$ cat src/rtl/imem_loader.sv
// Streams a length-prefixed byte image into instruction memory, one byte write per payload byte.
// Latency: first write is registered one cycle after the 5th byte handshake; sustains 1 byte/cycle.
// Backpressure: in_ready depends on state only; the upstream holds in_valid/in_data until accepted.
module imem_loader #(
    parameter int unsigned MEM_BYTES = 65536,
    parameter logic [31:0] BASE_ADDR = 32'd0
) (
    input  logic        clk,
    input  logic        rst_n,
    input  logic        start,
    input  logic        in_valid,
    input  logic [7:0]  in_data,
    output logic        in_ready,
    output logic        mem_we,
    output logic [31:0] mem_addr,
    output logic [7:0]  mem_wdata,
    output logic        busy,
    output logic        done,
    output logic        error,
    output logic [31:0] bytes_written
);

    typedef enum logic [2:0] {IDLE, LEN, LOAD, DONE, ERR} state_t;

    localparam logic [32:0] MEM_LIMIT = 33'(MEM_BYTES);

    state_t      state;
    state_t      state_nxt;
    logic [31:0] length;
    logic [1:0]  hdr_cnt;
    logic        hs;
    logic        can_start;
    logic [31:0] full_len;
    logic [32:0] end_addr;

    assign hs        = in_valid && in_ready;
    assign can_start = start && ((state == IDLE) || (state == ERR));
    // The 4th header byte is still on in_data when the length is judged.
    assign full_len  = {in_data, length[23:0]};
    assign end_addr  = {1'b0, BASE_ADDR} + {1'b0, full_len};

    always_ff @(posedge clk or negedge rst_n) begin
        if (!rst_n) begin
            state <= IDLE;
        end else begin
            state <= state_nxt;
        end
    end

    always_comb begin
        state_nxt = state;
        case (state)
            IDLE: if (start) state_nxt = LEN;
            LEN: begin
                if (hs && (hdr_cnt == 2'd3)) begin
                    if (full_len == 32'd0)
                        state_nxt = DONE;
                    else if (full_len[1:0] != 2'd0)
                        state_nxt = ERR;
                    else if (end_addr > MEM_LIMIT)
                        state_nxt = ERR;
                    else
                        state_nxt = LOAD;
                end
            end
            LOAD: if (hs && (bytes_written == length - 32'd1)) state_nxt = DONE;
            DONE: state_nxt = IDLE;
            ERR:  if (start) state_nxt = LEN;
            default: state_nxt = IDLE;
        endcase
    end

    always_ff @(posedge clk or negedge rst_n) begin
        if (!rst_n) begin
            in_ready      <= 1'b0;
            busy          <= 1'b0;
            done          <= 1'b0;
            error         <= 1'b0;
            mem_we        <= 1'b0;
            mem_addr      <= 32'd0;
            mem_wdata     <= 8'd0;
            bytes_written <= 32'd0;
            length        <= 32'd0;
            hdr_cnt       <= 2'd0;
        end else begin
            in_ready <= (state_nxt == LEN) || (state_nxt == LOAD);
            busy     <= (state_nxt == LEN) || (state_nxt == LOAD);
            done     <= (state_nxt == DONE);
            error    <= (state_nxt == ERR);
            mem_we   <= 1'b0;
            if (can_start) begin
                bytes_written <= 32'd0;
                length        <= 32'd0;
                hdr_cnt       <= 2'd0;
            end
            if ((state == LEN) && hs) begin
                case (hdr_cnt)
                    2'd0:    length[7:0]   <= in_data;
                    2'd1:    length[15:8]  <= in_data;
                    2'd2:    length[23:16] <= in_data;
                    default: length[31:24] <= in_data;
                endcase
                hdr_cnt <= hdr_cnt + 2'd1;
            end
            if ((state == LOAD) && hs) begin
                mem_we        <= 1'b1;
                mem_addr      <= BASE_ADDR + bytes_written;
                mem_wdata     <= in_data;
                bytes_written <= bytes_written + 32'd1;
            end
        end
    end

endmodule

$ cat config.mk
export PLATFORM = sky130hd
export DESIGN_NAME = imem_loader
export DESIGN_NICKNAME = d
export VERILOG_FILES = /design/src/rtl/imem_loader.sv
export SDC_FILE = /design/constraint.sdc
export NUM_CORES = 1
export LEC_CHECK = 0
export ABC_AREA = 1
export CAP_MARGIN = 20
export CELL_PAD_IN_SITES_DETAIL_PLACEMENT = 0
export CELL_PAD_IN_SITES_GLOBAL_PLACEMENT = 2
export CORE_UTILIZATION = 32
export DETAILED_ROUTE_END_ITERATION = 6
export HOLD_SLACK_MARGIN = 0.03
export PLACE_DENSITY_LB_ADDON = 0.1
export SLEW_MARGIN = 20
export SYNTH_ARGS = -nofsm -noshare
export SYNTH_HDL_FRONTEND = slang
export SYNTH_SLANG_ARGS = --single-unit
$ cat constraint.sdc
create_clock -name clk -period 2.4 [get_ports clk]
set_clock_uncertainty 0.05 [all_clocks]
set_input_delay 0.36 -clock clk [delete_from_list [all_inputs] [get_ports clk]]
set_output_delay 0.36 -clock clk [all_outputs]
set_load 0.01 [all_outputs]
# == After elaboration in Yosys (flattened, before gate mapping) ==
# Index checks and enable logic that the tools add are counted.
# word_totals
ff_bits,113
out_inout_bits,77
wordCells,59
# op_classes
eq_ne,11
mux,18
reduce_logical,16
order_cmp,1
add_sub_neg,3
# op_table
cell,n
$mux W32,4
$add A32 B1 Y32 const B,1
$eq A32 B32 Y1,1
$gt A32 B17 Y1 const B,1
$logic_not A32 Y1,1
$mux W8,4
$sub A32 B1 Y32 const B,1
$mux W3,6
$eq A3 B2 Y1 const B,3
$pmux W3 S3,1
$eq A3 B1 Y1 const B,2
$eq A3 B3 Y1 const B,2
$logic_and A1 B1 Y1,6
$reduce_bool A2 Y1,3
$eq A2 B2 Y1 const B,2
$mux W2,2
$logic_not A3 Y1,1
$reduce_or A3 Y1,1
$add A2 B1 Y2 const B,1
$eq A2 B1 Y1 const B,1
$logic_not A2 Y1,1
$logic_or A1 B1 Y1,2
$reduce_or A2 Y1,1
$mux W1,1

# == Logic depth before layout (Yosys ltp) ==
# Gate-level depths: netlist of run 1.
# depth
ltp_word,8
depth_mapped,18
mapped_depth_nobuf,18

# == Worst setup path before layout of run 1 ==
# Ideal clock, no wire load.
# synth_path
path_kind,reg2reg
startpoint,register bytes_written[0]
endpoint,register bytes_written[20]
required_ns,2.228
setup_ns,0.122
arrival_time_ns,1.831
stages_incl_launch_ff,15
n_path_buf,0
synth_period_minus_slack_ns,2.003
slack_ns,0.397
cell_sequence,dfrtp_1 -> ha_1 -> nand2_1 -> nor2_2 -> nand2_1 -> nor2_2 -> nand3_2 -> nor2_4 -> nand2_1 -> nor2_1 -> nand2_1 -> nor2_2 -> nand2_1 -> nor2_1 -> a21oi_1
# synth_between
elab_chain_cells,2
# synth_lines
item,line_no,rtl
from (decl),20,output logic [31:0] bytes_written
from (signal assigned),109,bytes_written <= bytes_written + 32'd1;
$add A32 B1 Y32,109,
$mux W32,105,if ((state == LOAD) && hs) begin
# No other way between the ends.
# A chain may end at the register's enable or synchronous reset.

# == Worst setup path in the final report of run 1 ==
# layout_path
startpoint,register length[0]
endpoint,register busy
# layout_between
elab_chain_cells,8
elab_cells_between_ends,15
# layout_lines
item,line_no,rtl
from (decl),29,logic [31:0] length;
from (signal assigned),98,2'd0: length[7:0] <= in_data;
branches (longest 5 deep; another with $sub A32 B1 Y32),--,
$pmux W3 S3 (*),52,case (state)
$eq A3 B1 Y1 or $eq A3 B2 Y1 (tied branches),87,busy <= (state_nxt == LEN) || (state_nxt == LOAD);
$logic_or A1 B1 Y1 (*),87,
to (signal assigned),87,
to (decl),17,"output logic busy,"
# Mark *: on every way between the ends.

==> impl_metrics.json, run 1 <==
{
  "run_status": "finished, final reports clean",
  "critPathArrivalTime_ns": 2.44,
  "tritoncts.num_buffers": 17,
  "max_cap_violations": 0,
  "num_rows": 50,
  "class_of_the_most_critical_setup_path": "flop to flop",
  "detailedRoute.firstIterationViolations": 287,
  "biggest_cell_delay_along_the_critical_path_ns": 0.39,
  "worstSetupEndpointType": "flop",
  "numPortBuffers": 88,
  "number_of_flops_mapped_to_enable_cells_by_yosys": 0,
  "place_area_um2": 7611,
  "start_util_pct": 33.17,
  "detail_route.drc_violations": 0,
  "area.growth.synth_to_final_pct": 31.87,
  "place.gp.congestion": 0.8291,
  "layout-drive-gt1-share_pct": 12.70,
  "timing.slew.headroom_pct": 57.62,
  "startpoint_type_of_the_worst_setup_path": "flop",
  "wire_per_inst_um": 16.14,
  "netlist-cell-type-count": 46,
  "drtAntennaViolNets": 0,
  "pin_count_of_the_biggest_net_entering_global_routing": 114,
  "synth.avg_cell_area_um2": 7.725,
  "cts-root-to-sink-buffers": 2,
  "sum_of_net_half_perimeters_after_detailed_placement_um": 14570,
  "fillCellCount": 1955,
  "timing.critical_path.cells": "inv_1 -> ha_2 -> nand2_2 -> inv_2 -> buf_4 -> nand3_1 -> nand2_2 -> nand2_1 -> nand2_1 -> nand3_1 -> nor2_1 -> nand2_1 -> nor2_1 -> nand2_2 -> nand3_1 -> nand2_1",
  "leakage_uw": 0.003856,
  "timing.hold.worst.class": "flop to flop",
  "design.die.area_um2": 20220,
  "fp.dieW_um": 142.2,
  "design_area_um2": 8293,
  "nNetsFinal": 944,
  "grt-ovfl-total": 0,
  "placedCellCount": 1162,
  "timing.critical_path.required_ns": 2.65,
  "max_freq_mhz": 457.9,
  "cts-root-buf": "sky130_fd_sc_hd__clkbuf_16",
  "drt_pre_antenna_iters": 4,
  "postSynthCellCount": 814,
  "peak_supply_drop_uv": 446.2,
  "async_reset_ff_share_pct": 100.0,
  "antenna_found_initial": 0,
  "synthesis.yosys.warnings": 0,
  "hold_violations": 0,
  "cts-htree-levels": 4,
  "critical-path-slowest-cell": "sky130_fd_sc_hd__dfrtp_1",
  "die_h_um": 142.2,
  "globalRouteTotalUtil_pct": 20.27,
  "mappedNetlistNets": 833,
  "synth-seq-area-share_pct": 44.97,
  "cts.reportedPaths.clkPinSlew_ns": 0.05,
  "number_of_endpoints_failing_setup_at_the_final_stage": 0,
  "tritoncts": "built",
  "avgViaCountPerCell": 4.757,
  "primary_ff_master_synth": "sky130_fd_sc_hd__dfrtp_1",
  "floorplan.io_pins": 89,
  "layout_min_cycle_time_ns": 2.184,
  "stdcell_count": 1197,
  "antenna_cells": 0,
  "setup_repair_after_global_routing_missed_its_margin": "false",
  "worst-slew-pin-transition_ns": 0.6357,
  "dr_total_vias": 5694,
  "powerDensity_nw_per_um2": 649.0,
  "syn-cell-area_um2": 6289,
  "path_delay_family": "simple AND/OR/NAND/NOR gates",
  "clkSinkCount": 113,
  "layout_worst_path_cycle_share_pct": 91.00,
  "crit_path_max_fanout": 4,
  "setup_total_negative_slack_ns": 0,
  "finalMaxSlewViolations": 0,
  "placeableCoreArea_um2": 18960,
  "vias_in_the_first_global_route": 5708,
  "timing.critical_path.buf_inv": 3,
  "postSynthRegisterBits": 113,
  "grt_first_pass_wirelength_um": 31080,
  "worstSkewPairLatency_ns": 0.41,
  "aggregate_routed_wire_length_um": 19320,
  "cp_common_cell": "sky130_fd_sc_hd__nand2_1"
}
-- what timing repair did --
action                                  in CTS  in global routing
endpoints found under the setup margin       0                  9
setup buffers                                0                  3
resized for setup                            0                 11
hold endpoints to repair                    42                  0
hold buffers                                 1                  0
-- cells by family (layout without fill, tap and decap cells) --
logic type / count (synthesis) / in the layout / share of synthesized area (%)
adders and majority gates: 7 / 7 / 1.393
and+or+nand+nor: 428 / 428 / 31.22
DFF: 113 / 113 / 44.97
xor gates and xnor gates: 35 / 35 / 4.875
buffers and inverters: 104 / 227 / 6.307
AOI/OAI and AO/OA: 126 / 126 / 11.08
muxes: 1 / 1 / 0.1592
-- cell usage after synthesis (2+ instances only) --
library cell	count	share of area [%]
sky130_fd_sc_hd__a21oi_1	22	1.8
sky130_fd_sc_hd__buf_1	4	0.24
sky130_fd_sc_hd__clkbuf_1	19	1.1
sky130_fd_sc_hd__dfrtp_1	113	45
sky130_fd_sc_hd__ha_1	7	1.4
sky130_fd_sc_hd__inv_1	73	4.4
sky130_fd_sc_hd__inv_2	4	0.24
sky130_fd_sc_hd__nand2_1	202	12
sky130_fd_sc_hd__nand2_2	9	0.90
sky130_fd_sc_hd__nand2_4	2	0.36
sky130_fd_sc_hd__nand3_1	69	5.5
sky130_fd_sc_hd__nand3_2	3	0.48
sky130_fd_sc_hd__nand3b_1	2	0.24
sky130_fd_sc_hd__nand4_1	15	1.5
sky130_fd_sc_hd__nor2_1	83	5.0
sky130_fd_sc_hd__nor2_2	18	1.8
sky130_fd_sc_hd__nor2_4	5	0.90
sky130_fd_sc_hd__nor3_1	9	0.72
sky130_fd_sc_hd__nor3_2	2	0.32
sky130_fd_sc_hd__nor4_1	4	0.40
sky130_fd_sc_hd__o21a_1	2	0.24
sky130_fd_sc_hd__o21ai_0	81	6.4
sky130_fd_sc_hd__o21ai_1	2	0.16
sky130_fd_sc_hd__o21bai_1	3	0.36
sky130_fd_sc_hd__o21bai_2	3	0.54
sky130_fd_sc_hd__o22ai_1	3	0.30
sky130_fd_sc_hd__o31ai_1	3	0.36
sky130_fd_sc_hd__xnor2_1	10	1.4
sky130_fd_sc_hd__xor2_1	25	3.5
-- final timing paths --
check / slack, ns / cells after the start / startpoint / to
max in group asynchronous: 1.30 / 3 / rst_n / length[17]
hold / removal: 0.42 / 2 / mem_addr[31] / mem_addr[31]
hold reg to reg: 0.42 / 2 / mem_addr[31] / mem_addr[31]
min in group asynchronous: 0.51 / 3 / rst_n / mem_we
setup reg to reg: 0.22 / 16 / length[0] / busy
setup / recovery: 0.22 / 16 / length[0] / busy
-- cells in the final DEF (no fill, tap or decap), drive strengths merged --
cell and count:
a31oi 1, o32ai 1, o21bai 6, o31a 1, o21a 2, inv 77, clkbuf 22, nor2 107
xnor2 10, o211ai 1, o31ai 3, o211a 1, clkinvlp 4, xor2 25, and2 1, nand3 73
and3 1, buf 30, nor4 5, o311ai 1, a21oi 22, nand3b 2, clkinv 3, dfrtp 113
o21ai 83, bufinv 3, ha 7, dlygate4sd3 1, nand4 15, nand2 213, o22ai 3, mux2i 1
o41ai 1, nor3 11, clkdlybuf4s50 87
-- layer usage --
metal	vias up	track usage, %	routed length [µm]
li1	2880	-	-
met1	2665	26.90	9254
met2	126	33.82	9180
met3	23	2.759	576
met4	0	6.961	311
met5	-	0	0
-- state kept, by name (all words and copies together) (netlist names) --
register       flops
length            32
done               1
error              1
hdr_cnt            2
mem_addr          32
mem_wdata          8
mem_we             1
bytes_written     32
busy               1
state              3
-- per-stage QoR --
step	setup WS (ns)	total power (µW)	hold WS, ns	utilization [%]
floorplan	0.3974	2371	0.01441	-
global placement	0.007417	2751	0.4037	40.15
detailed placement	-0.03640	2758	0.4114	40.15
CTS	0.09540	5403	0.4254	43.45
global route	0.00005596	5597	0.4584	43.75
finish	0.2160	5382	0.4170	43.75
-- power breakdown --
part           internal, µW  total (µW)  switching (µW)
Sequential             2000        2090            81.8
Clock                  1730        2640             904
Combinational           316         659             344
-- worst register-to-register path: cells and delay by family, from the launching register on --
kind | cells | cell delay [ns]
buffers and inverters | 3 | 0.29
and+or+nand+nor | 12 | 1.13
adders and majority gates | 1 | 0.21
DFF | 1 | 0.39
-- cell type report --
type	instances	area, µm²	share of cell area, %
multi-input combinational	597	3100	37.39
sequential	113	2829	34.11
timing repair buffer	118	1131	13.64
clock buffer	22	484.2	5.839
tap	260	325.3	3.923
inverter	78	292.8	3.530
clock inverter	9	130.1	1.569
Power figures use the tool's default switching activity.
==> inputs of run 2 (changes only) <==
Settings changed: HOLD_SLACK_MARGIN 0.03 to 0.12.
Clock period 2.4 ns to 2.5 ns, I/O delays scaled along.
==> impl_metrics.json, run 2 (same netlist as run 1, synthesis figures left out) <==
{
  "register_area_um2": 2828,
  "tritoncts": "built",
  "layout_min_cycle_time_ns": 2.254,
  "rr_worst_depth": 15,
  "grt_first_pass_wirelength_um": 30660,
  "peak_supply_drop_uv": 432.3,
  "fp.dieW_um": 142.2,
  "detailedRoute.firstIterationViolations": 268,
  "antenna_found_initial": 0,
  "globalRouteTotalUtil_pct": 19.98,
  "aggregate_routed_wire_length_um": 19050,
  "final.setup.worst_slack_ns": 0.2457,
  "worstSetupEndpointType": "flop",
  "layout_commonest_cell": "sky130_fd_sc_hd__nand2_1",
  "floorplan.io_pins": 89,
  "placeableCoreArea_um2": 18960,
  "num_rows": 50,
  "powerDensity_nw_per_um2": 640.6,
  "worst-slew-pin-transition_ns": 0.4549,
  "reg2reg_slack_ns": 0.25,
  "numPortBuffers": 88,
  "layout-drive-gt1-share_pct": 11.88,
  "top_regs": "bytes_written x32, length x32, mem_addr x32",
  "fillCellCount": 1983,
  "number_of_endpoints_failing_setup_at_the_final_stage": 0,
  "grt-ovfl-total": 0,
  "worstSkewPairLatency_ns": 0.41,
  "class_of_the_most_critical_setup_path": "flop to flop",
  "tritoncts.num_buffers": 17,
  "cts-root-buf": "sky130_fd_sc_hd__clkbuf_16",
  "dr_total_vias": 5705,
  "finalMaxSlewViolations": 0,
  "detailedPlace.worstSlack_ns": -0.01920,
  "timing.rr.start": "length[0]",
  "critPathArrivalTime_ns": 2.50,
  "vias_in_the_first_global_route": 5571,
  "multiInputGateArea_um2": 3082,
  "crit_path_max_fanout": 4,
  "worst_r2r_endpoint": "busy",
  "wire_per_inst_um": 15.95,
  "timing.hold.worst.class": "primary input to async pin",
  "avgViaCountPerCell": 4.778,
  "antenna_cells": 0,
  "die_h_um": 142.2,
  "cts.reportedPaths.clkPinSlew_ns": 0.05,
  "area.growth.synth_to_final_pct": 32.13,
  "placedCellCount": 1162,
  "detail_route.drc_violations": 0,
  "layout_worst_path_cycle_share_pct": 90.17,
  "report.power.total_uw": 5323,
  "run_status": "finished, final reports clean",
  "most-common-layout-cells": "sky130_fd_sc_hd__nand2_1 (201), sky130_fd_sc_hd__dfrtp_1 (113), sky130_fd_sc_hd__clkdlybuf4s50_1 (87), sky130_fd_sc_hd__nor2_1 (83), sky130_fd_sc_hd__o21ai_0 (80)",
  "nNetsFinal": 941,
  "drt_pre_antenna_iters": 4,
  "clkSinkCount": 113,
  "hold_violations": 0,
  "max_cap_violations": 0,
  "design.die.area_um2": 20220,
  "start_util_pct": 33.17,
  "leakage_uw": 0.003868,
  "timing.critical_path.required_ns": 2.75,
  "place.gp.congestion": 0.8359,
  "cts-htree-levels": 4,
  "startpoint_type_of_the_worst_setup_path": "flop",
  "stdcell_count": 1194,
  "max_freq_mhz": 443.6,
  "timing.slew.headroom_pct": 69.44,
  "pin_count_of_the_biggest_net_entering_global_routing": 87,
  "sum_of_net_half_perimeters_after_detailed_placement_um": 14460,
  "drtAntennaViolNets": 0,
  "cts-root-to-sink-buffers": 2
}
-- run 2: layer usage --
metal  up-vias  wire length [µm]  part of all wire [%]  track usage [%]
met5         -                 0                     0                0
met4         0               198                   1.0            5.603
met1      2702              9155                    48            27.08
met3        14               609                   3.2            2.793
li1       2870                 -                     -                -
met2       119              9081                    48            33.18
-- run 2: what timing repair did --
action,CTS,global route
hold buffers,1,0
hold endpoints to repair,27,0
gates resized for setup,0,4
endpoints found under the setup margin,0,4
setup buffers,0,0
-- run 2: power by group --
part	leakage, µW	switching (µW)	internal (µW)
clock network	0.000321	851	1860
logic	0.00204	318	285
registers	0.00151	82.6	1920
total	0.00387	1250	4070
-- run 2: worst max-delay path by stage --
stage,cells past startpoint,start,end
after floorplan,14,bytes_written[0],bytes_written[20]
after global placement,14,in_valid,busy
after detailed placement,14,in_valid,busy
after CTS,11,bytes_written[1],bytes_written[30]
after global routing,15,length[0],busy
final,15,length[0],busy
-- run 2: critical path: stages, from the launching register on --
cell	delay [ns]
sky130_fd_sc_hd__dfrtp_1	0.40
sky130_fd_sc_hd__inv_1	0.09
sky130_fd_sc_hd__ha_2	0.21
sky130_fd_sc_hd__nand2_2	0.13
sky130_fd_sc_hd__inv_2	0.08
sky130_fd_sc_hd__nand2_1	0.13
sky130_fd_sc_hd__nand2_1	0.13
sky130_fd_sc_hd__nand2_1	0.06
sky130_fd_sc_hd__nand2_1	0.05
sky130_fd_sc_hd__nand3_1	0.10
sky130_fd_sc_hd__nor3_2	0.26
sky130_fd_sc_hd__nand2_1	0.09
sky130_fd_sc_hd__nor2_2	0.12
sky130_fd_sc_hd__nand2_2	0.09
sky130_fd_sc_hd__nand3_1	0.08
sky130_fd_sc_hd__nand2_1	0.05
-- run 2: layout make-up --
cell class	count	share of cell area (%)
clock inverters	10	2.168
inverters	78	3.524
multi-input cells	597	37.09
flip-flops and latches	113	34.03
clock buffers	21	5.782
well taps	260	3.915
repair buffers	115	13.49
-- run 2: stage by stage --
stage                     setup TNS, ns  instance area, µm²  hold slack, ns  util [%]
final                                 0                8309          0.3862     43.84
after global routing          -0.002729                8309          0.4118     43.84
after CTS                             0                8294          0.3932     43.76
after detailed placement       -0.01920                7624          0.2811     40.22
after global placement                0                7624          0.2772     40.22
after floorplan                       0                6289         0.02941         -
==> inputs of run 3 (changes only) <==
Settings changed: CORE_MARGIN set to 4.
==> impl_metrics.json, run 3 (same netlist as run 1, synthesis figures left out) <==
{
  "report.power.total_uw": 5494,
  "worstSkewPairLatency_ns": 0.41,
  "worst-slew-pin-transition_ns": 0.6250,
  "vias_in_the_first_global_route": 5765,
  "top_regs": "bytes_written x32, length x32, mem_addr x32",
  "global_route.usage.met2_pct": 30.55,
  "die_h_um": 148.2,
  "most-common-layout-cells": "sky130_fd_sc_hd__nand2_1 (201), sky130_fd_sc_hd__dfrtp_1 (113), sky130_fd_sc_hd__clkdlybuf4s50_1 (87), sky130_fd_sc_hd__nor2_1 (83), sky130_fd_sc_hd__o21ai_0 (80)",
  "layout-drive-gt1-share_pct": 11.35,
  "peak_supply_drop_uv": 433.7,
  "floorplan.io_pins": 89,
  "grt-ovfl-total": 0,
  "pin_count_of_the_biggest_net_entering_global_routing": 114,
  "layout_min_cycle_time_ns": 2.282,
  "startpoint": "length[0]",
  "grt_first_pass_wirelength_um": 31220,
  "startpoint_type_of_the_worst_setup_path": "flop",
  "sequential_group_share_of_total_power_pct": 36.5,
  "dr_total_vias": 5666,
  "crit_end": "busy",
  "globalRouteTotalUtil_pct": 18.24,
  "hold_violations": 0,
  "fp.dieW_um": 148.2,
  "nNetsFinal": 940,
  "numPortBuffers": 88,
  "avgViaCountPerCell": 4.726,
  "crit_path_max_fanout": 4,
  "gr_layer_usage_met3_pct": 2.773,
  "antenna_found_initial": 0,
  "leakage_uw": 0.003882,
  "cts-root-to-sink-buffers": 2,
  "timing.critical_path.required_ns": 2.75,
  "rr_worst_depth": 15,
  "layout_worst_path_cycle_share_pct": 91.26,
  "setup_repair_after_global_routing_missed_its_margin": "false",
  "power_report.internal_total_uw": 4228,
  "layout_commonest_cell": "sky130_fd_sc_hd__nand2_1",
  "num_rows": 51,
  "clkSinkCount": 113,
  "placeableCoreArea_um2": 19400,
  "cts-root-buf": "sky130_fd_sc_hd__clkbuf_16",
  "aggregate_routed_wire_length_um": 19450,
  "final_util_pct": 42.95,
  "powerDensity_nw_per_um2": 659.4,
  "place.gp.congestion": 0.8502,
  "class_of_the_most_critical_setup_path": "flop to flop",
  "run_status": "finished, final reports clean",
  "antenna_cells": 0,
  "drtAntennaViolNets": 0,
  "detail_route.drc_violations": 0,
  "worstSetupEndpointType": "flop",
  "global_route.peak_usage_layer": "met2",
  "fillCellCount": 2004,
  "max_cap_violations": 0,
  "combinationalPowerShare_pct": 10.9,
  "grt.met1_usage_pct": 24.17,
  "biggest_cell_delay_along_the_critical_path_ns": 0.38,
  "area.growth.synth_to_final_pct": 32.49,
  "tritoncts": "built",
  "worst_r2r_endpoint": "busy",
  "cts.repair_timing.setup_buffer_count": 0,
  "timing.critical_path.cells": "inv_1 -> ha_1 -> nand2_2 -> inv_2 -> buf_4 -> nand2_1 -> a21oi_1 -> nor2_1 -> nand3_1 -> nor3_2 -> nand2_1 -> nor2_2 -> nand2_2 -> nand3_1 -> nand2_1",
  "design.die.area_um2": 21960,
  "drt_pre_antenna_iters": 5,
  "finalMaxSlewViolations": 0,
  "cp_common_cell": "sky130_fd_sc_hd__nand2_1",
  "detailedRoute.firstIterationViolations": 288,
  "timing.rr.start": "length[0]",
  "reg2reg_slack_ns": 0.22,
  "critPathArrivalTime_ns": 2.54,
  "critical-path-slowest-cell": "sky130_fd_sc_hd__dfrtp_1",
  "tritoncts.num_buffers": 17,
  "sum_of_net_half_perimeters_after_detailed_placement_um": 14680,
  "start_util_pct": 32.42,
  "number_of_endpoints_failing_setup_at_the_final_stage": 0,
  "cts-htree-levels": 4,
  "max_freq_mhz": 438.3,
  "pwr-share-clk_pct": 52.6,
  "p_sw_uw": 1266,
  "cts.reportedPaths.clkPinSlew_ns": 0.06,
  "switching_share_pct": 23.04,
  "timing.slew.headroom_pct": 58.33,
  "timing.hold.worst.class": "flop to flop",
  "wire_per_inst_um": 16.22
}
[run 3: changes by cell type in the layout (fill, tap and decap cells not counted), sizes merged]
cell      delta
buf          -1
bufinv       +2
clkbuf       +1
clkinvlp     -2
[run 3: worst max-delay path, delay by kind of cell (launching register included)]
family,cells,cell delay (ns)
DFF,1,0.38
and+or+nand+nor,10,1.16
adders and majority gates,1,0.24
AOI/OAI and AO/OA,1,0.07
buffers and inverters,3,0.26
[run 3: timing repair]
| item | in CTS | in global routing |
|---|---|---|
| hold endpoints to repair | 113 | 0 |
| setup endpoints to repair | 0 | 4 |
| gates resized for setup | 0 | 2 |
| hold buffers | 1 | 0 |
[run 3: metrics by stage]
step | cells | hold slack, ns | setup slack, ns | area, µm² | TNS (ns)
after floorplan | 814 | 0.02941 | 0.4974 | 6289 | 0
after global placement | 1166 | 0.4043 | 0.004944 | 7622 | 0
after detailed placement | 1166 | 0.4134 | -0.03019 | 7622 | -0.05781
after CTS | 1199 | 0.4271 | 0.1565 | 8325 | 0
after global routing | 1199 | 0.4440 | 0.01495 | 8332 | 0
final | 1199 | 0.4212 | 0.2184 | 8332 | 0
[run 3: how the worst min path moves through the flow]
stage	from	end	slack, ns	cells past startpoint
after floorplan	rst_n	busy	0.03	0
after detailed placement	mem_addr[5]	mem_addr[5]	0.41	2
after global placement	mem_addr[11]	mem_addr[11]	0.40	2
after CTS	mem_addr[31]	mem_addr[31]	0.43	2
after global routing	mem_addr[5]	mem_addr[5]	0.44	2
final	mem_addr[5]	mem_addr[5]	0.42	2
[run 3: area by class of cell]
class	count	area, µm²	area share [%]
Multi-Input combinational cell	597	3073	36.88
Sequential cell	113	2828	33.94
Timing Repair Buffer	114	1114	13.37
Clock buffer	22	464.2	5.571
Tap cell	265	331.6	3.980
Inverter	78	292.8	3.514
Clock inverter	10	229.0	2.748
[run 3: power by group through the flow]
stage          logic, µW  registers, µW  clock network (µW)
3_5_place_dp         609           2040                   0
5_1_grt              660           2020                3030
3_3_place_gp         605           2030                   0
6_report             597           2010                2890
2_1_floorplan        198           2080                   0
4_1_cts              613           2010                2940
[run 3: layer usage]
layer	vias to the layer above	wire [µm]
li1	2878	-
met1	2652	9279
met2	117	9272
met3	19	540
met4	0	359
met5	-	0
